**src/rtl/mem_arbiter_pkg.sv**
```systemverilog
// mem_arbiter_pkg: shared arbiter state encodings, state enum and pending-request record.
package mem_arbiter_pkg;
    localparam int PKG_XLEN = 32;
    localparam logic [1:0] ENC_IDLE  = 2'd0;
    localparam logic [1:0] ENC_IBUSY = 2'd1;
    localparam logic [1:0] ENC_DBUSY = 2'd2;
    typedef enum logic [1:0] {
        IDLE  = ENC_IDLE,
        IBUSY = ENC_IBUSY,
        DBUSY = ENC_DBUSY
    } state_e;
    typedef struct packed {
        logic                valid;
        logic                fence;
        logic                spec;
        logic                instr;
        logic [PKG_XLEN-1:0] addr;
        logic [PKG_XLEN-1:0] wdata;
        logic [3:0]          wstrb;
    } req_t;
endpackage

```
**src/rtl/mem_arbiter.sv**
```systemverilog
// mem_arbiter: two-source (fetch/load-store) arbiter onto one memory port, one access in flight.
// Define MEM_ARBITER_RR_EN for round-robin on contention; default is fixed dmem priority.
module mem_arbiter
    import mem_arbiter_pkg::*;
#(
    parameter int XLEN = PKG_XLEN
) (
    input  logic            clock,
    input  logic            reset,
    input  logic            imem_valid,
    input  logic            imem_fence,
    input  logic            imem_spec,
    input  logic            imem_instr,
    input  logic [XLEN-1:0] imem_addr,
    input  logic [XLEN-1:0] imem_wdata,
    input  logic [3:0]      imem_wstrb,
    output logic [XLEN-1:0] imem_rdata,
    output logic            imem_ready,
    input  logic            dmem_valid,
    input  logic            dmem_fence,
    input  logic            dmem_spec,
    input  logic            dmem_instr,
    input  logic [XLEN-1:0] dmem_addr,
    input  logic [XLEN-1:0] dmem_wdata,
    input  logic [3:0]      dmem_wstrb,
    output logic [XLEN-1:0] dmem_rdata,
    output logic            dmem_ready,
    output logic            mem_valid,
    output logic            mem_fence,
    output logic            mem_spec,
    output logic            mem_instr,
    output logic [XLEN-1:0] mem_addr,
    output logic [XLEN-1:0] mem_wdata,
    output logic [3:0]      mem_wstrb,
    input  logic [XLEN-1:0] mem_rdata,
    input  logic            mem_ready
);
    state_e state_q, state_d;
    req_t   pend_i_q, pend_i_d, pend_d_q, pend_d_d, cur_q, cur_d;
    req_t   in_i, in_d, req_i, req_d, win;
    logic   kill_q, kill_d, live_i, live_d, pick_d;
`ifdef MEM_ARBITER_RR_EN
    logic   last_d_q, last_d_d;
`endif

    always_comb begin
        in_i = '{valid: imem_valid, fence: imem_fence, spec: imem_spec, instr: imem_instr,
                 addr: imem_addr, wdata: imem_wdata, wstrb: imem_wstrb};
        in_d = '{valid: dmem_valid, fence: dmem_fence, spec: dmem_spec, instr: dmem_instr,
                 addr: dmem_addr, wdata: dmem_wdata, wstrb: dmem_wstrb};
        // a squash without a replacement request kills the pending fetch this cycle
        live_i = imem_valid | (pend_i_q.valid & ~imem_spec);
        live_d = dmem_valid | pend_d_q.valid;
        req_i  = imem_valid ? in_i : pend_i_q;
        req_d  = dmem_valid ? in_d : pend_d_q;
`ifdef MEM_ARBITER_RR_EN
        pick_d   = live_d & (~live_i | ~last_d_q);
        last_d_d = last_d_q;
`else
        pick_d   = live_d;
`endif
        win        = pick_d ? req_d : req_i;
        state_d    = state_q;
        cur_d      = cur_q;
        kill_d     = kill_q;
        pend_i_d   = imem_valid ? in_i : (imem_spec ? '0 : pend_i_q);
        pend_d_d   = dmem_valid ? in_d : pend_d_q;
        mem_valid  = 1'b0;
        mem_fence  = 1'b0;
        mem_spec   = 1'b0;
        mem_instr  = 1'b0;
        mem_addr   = '0;
        mem_wdata  = '0;
        mem_wstrb  = '0;
        imem_ready = 1'b0;
        dmem_ready = 1'b0;
        imem_rdata = '0;
        dmem_rdata = '0;
        if (state_q == IDLE) begin
            if (live_i | live_d) begin
                mem_valid = 1'b1;
                mem_fence = win.fence;
                mem_spec  = win.spec;
                mem_instr = win.instr;
                mem_addr  = win.addr;
                mem_wdata = win.wdata;
                mem_wstrb = win.wstrb;
                cur_d     = win;
                state_d   = pick_d ? DBUSY : IBUSY;
                pend_d_d  = pick_d ? '0 : pend_d_d;
                pend_i_d  = pick_d ? pend_i_d : '0;
`ifdef MEM_ARBITER_RR_EN
                last_d_d  = pick_d;
`endif
            end
        end else begin
            mem_valid = 1'b1;
            mem_spec  = cur_q.spec;
            mem_instr = cur_q.instr;
            mem_addr  = cur_q.addr;
            mem_wdata = cur_q.wdata;
            mem_wstrb = cur_q.wstrb;
            kill_d    = kill_q | ((state_q == IBUSY) & imem_spec);
            if (mem_ready) begin
                state_d    = IDLE;
                kill_d     = 1'b0;
                imem_ready = (state_q == IBUSY) & ~(kill_q | imem_spec);
                dmem_ready = (state_q == DBUSY);
                imem_rdata = imem_ready ? mem_rdata : '0;
                dmem_rdata = dmem_ready ? mem_rdata : '0;
            end
        end
    end

    always_ff @(posedge clock) begin
        if (reset) begin
            state_q  <= IDLE;
            pend_i_q <= '0;
            pend_d_q <= '0;
            cur_q    <= '0;
            kill_q   <= 1'b0;
`ifdef MEM_ARBITER_RR_EN
            last_d_q <= 1'b0;
`endif
        end else begin
            state_q  <= state_d;
            pend_i_q <= pend_i_d;
            pend_d_q <= pend_d_d;
            cur_q    <= cur_d;
            kill_q   <= kill_d;
`ifdef MEM_ARBITER_RR_EN
            last_d_q <= last_d_d;
`endif
        end
    end
endmodule

```
**config.mk**
```make
export PLATFORM = sky130hd
export DESIGN_NAME = mem_arbiter
export DESIGN_NICKNAME = d
export VERILOG_FILES = /design/src/rtl/mem_arbiter_pkg.sv /design/src/rtl/mem_arbiter.sv
export SDC_FILE = /design/constraint.sdc
export NUM_CORES = 1
export LEC_CHECK = 0
export ABC_AREA = 1
export CORE_AREA = 2 2 147 149
export CTS_BUF_LIST = sky130_fd_sc_hd__clkbuf_16
export DETAILED_ROUTE_END_ITERATION = 10
export DIE_AREA = 0 0 149 151
export PLACE_DENSITY_LB_ADDON = 0.2
export RECOVER_POWER = 25
export SYNTH_ARGS = -nofsm -noshare
export SYNTH_HDL_FRONTEND = slang
export SYNTH_SLANG_ARGS = --single-unit
```
**constraint.sdc**
```tcl
create_clock -name clock -period 2.1 [get_ports clock]
set_input_delay 0.42 -clock clock [delete_from_list [all_inputs] [get_ports clock]]
set_output_delay 0.42 -clock clock [all_outputs]
set_load 0.01 [all_outputs]
```
==> flow_metrics.py <==
metrics = {
    "clocking": {
        "root_buffer": "clkbuf_16",
        "cts_buffers": 23,
        "htree_levels": 1,
        "cts_tree": "yes",
        "cts.hold.buffers_added": 0,
        "clock_latency_ps": 520,
        "cts.sinks": 217,
        "max-clock-path-buffers": 3,
        "path_clk_slew_ps": 60,
    },
    "global_route": {
        "grt_pass1_wl_um": 59700,
        "antenna_found_initial": 5,
        "grt_max_degree": 75,
        "grt_pass1_vias": 11700,
        "grt-ovfl-total": 0,
        "grt_use_total_pct": 33.1,
    },
    "finish": {
        "layout_common_cells": "nand2_1, a21oi_1, dfxtp_1",
        "postLayoutCoreUtil_pct": 81.1,
        "areaGrowthSynthToFinish_pct": 60.8,
        "nNetsFinal": 2285,
        "n_fill_cell": 1424,
        "final_common_cell": "nand2_1",
        "drive_gt1_share_pct": 27.0,
    },
    "timing": {
        "tns_ps": -13490,
        "whs_ps": 354,
        "setup_viol": 113,
        "layout_worst_path_cycle_share_pct": 112,
        "drv_slew": 0,
        "max_slew.worst_pin.slew_ps": 910,
        "finalWorstSetupSlack_ps": -253,
        "fin_worst_skew_ps": 9.57,
        "rsz0062_at_grt": "yes",
        "finalHoldViolCount": 0,
        "fmax_ghz": 0.425,
        "fin_crit_ps": 2350,
        "slew_headroom_pct": 39.3,
    },
    "job": {
        "cap_violations": 0,
    },
    "power": {
        "p_leak_nw": 8.35,
        "ir_worst_vdd_v": 0.000644,
        "p_per_area_nw_per_um2": 714,
        "power_mw": 12.1,
    },
    "worst_setup_path": {
        "start_kind": "register",
        "crit_type": "register to primary output",
        "cp-end-kind": "primary output",
        "arrival_ps": 1930,
        "critPathMaxFanout": 8,
        "cp.required_ps": 1680,
    },
    "logic_synthesis": {
        "ys_ff_latch": 217,
        "synth_fp_nets": 1848,
        "syn_area_per_cell_um2": 6.30,
        "netlist_instances": 1669,
        "yosysSeqAreaShare_pct": 41.3,
        "netlist_area_um2": 10500,
        "synth_warnings": 0,
        "ys_types": 21,
    },
    "placement": {
        "gp_congestion": 0.830,
        "hpwlAfterDp_um": 24200,
        "io_buffer_count": 316,
    },
    "floorplanning": {
        "ios": 317,
        "die_y_um": 151,
        "dieArea_um2": 22500,
        "start_util_pct": 50.5,
        "core_um2": 20800,
        "rows": 53,
        "fp.dieW_um": 149,
    },
    "hold_path": {
        "min_path_type": "input pin to register",
    },
    "route": {
        "wl_per_cell_um": 17.6,
        "drtIter0Drc": 1215,
        "ant_nets": 0,
        "firstDrtPassIters": 7,
        "wirelength_um": 42400,
        "drc_errors": 0,
        "via_per_inst": 5.45,
        "vias": 13100,
    },
    "status": {
        "violations": "negative setup slack",
        "status": "finished, violations left",
    },
}
[power breakdown]
| group | internal [mW] | switching (mW) | leakage [nW] |
|---|---|---|---|
| sequential | 4.37 | 0.124 | 1.78 |
| combinational | 1.74 | 1.94 | 6.22 |
| clock | 2.11 | 1.77 | 0.356 |
[final timing paths]
path / start / endpoint / slack [ps] / cells after the start
worst min register to register: pend_d_q[30] / pend_d_q[30] / 470 / 2
worst max-delay path: state_q[1] / mem_wdata[17] / -250 / 10
worst max register to register: state_q[1] / cur_q[55] / 210 / 6
worst min-delay path: reset / kill_q / 350 / 3
[critical path, cell delays in order, from the launching register on]
cell and delay [ps]:
dfxtp_2 340, nor2_4 120, buf_6 140, nand2_4 80, nand2_8 110, buf_8 150, buf_12 140, buf_6 100
nand2_4 40, nand2_1 60, buf_2 130
[routing by layer]
| layer | track usage (%) | wire length [um] |
|---|---|---|
| met4 | 12.0 | 1660 |
| met2 | 55.2 | 20500 |
| met5 | 0 | 0 |
| met1 | 43.7 | 16500 |
| met3 | 5.00 | 3770 |
[registers in the layout, indices dropped and copies added, names as in the netlist]
name	cells
pend_d_q	72
state_q	2
cur_q	70
kill_q	1
pend_i_q	72
[cell families after synthesis]
group | count (synthesis) | share of synthesized area (%)
AND/OR/NAND/NOR | 1074 | 40.4
flip-flops | 217 | 41.3
AO/OA/AOI/OAI | 217 | 10.4
buffers and inverters | 161 | 7.84
[synth_stat cells]
library cell / instances / area, um2
inv_2: 1 / 3.75
buf_4: 9 / 67.6
buf_2: 68 / 340
nand3_1: 141 / 706
buf_6: 12 / 135
nand2_2: 5 / 31.3
inv_1: 40 / 150
inv_4: 2 / 12.5
inv_6: 1 / 8.76
nor2_2: 1 / 6.26
nor3_1: 3 / 15.0
nor2_1: 69 / 259
a21oi_1: 214 / 1070
o211a_1: 1 / 10.0
o21ai_0: 2 / 10.0
dfxtp_1: 217 / 4340
nand4_1: 2 / 12.5
nand2_4: 2 / 22.5
nand2_1: 850 / 3190
clkbuf_1: 28 / 105
or2_2: 1 / 6.26
[per-stage QoR]
step	setup WS (ps)	cell area [um2]	instances
6_report	-253	16900	2404
5_1_grt	-298	16900	2401
4_1_cts	-246	15900	2365
3_5_place_dp	-481	14800	2288
3_3_place_gp	-482	14800	2288
2_1_floorplan	414	10500	1669
[what timing repair did]
| item | in CTS | in global routing |
|---|---|---|
| setup endpoints to repair | 138 | 139 |
| resized for setup | 553 | 290 |
| setup buffers | 25 | 35 |
| gates cloned | 11 | 3 |
| pin swaps | 29 | 79 |
[final cells by class]
type | count | area (um2) | area share (%)
Multi-Input combinational cell | 1291 | 6170 | 36.5
Timing Repair Buffer | 529 | 5140 | 30.4
Sequential cell | 217 | 4350 | 25.7
Clock buffer | 23 | 576 | 3.41
Tap cell | 275 | 344 | 2.04
Inverter | 44 | 185 | 1.10
Clock inverter | 19 | 114 | 0.674
Antenna cell | 6 | 15.0 | 0.0889
Power figures use the tool's default switching activity.
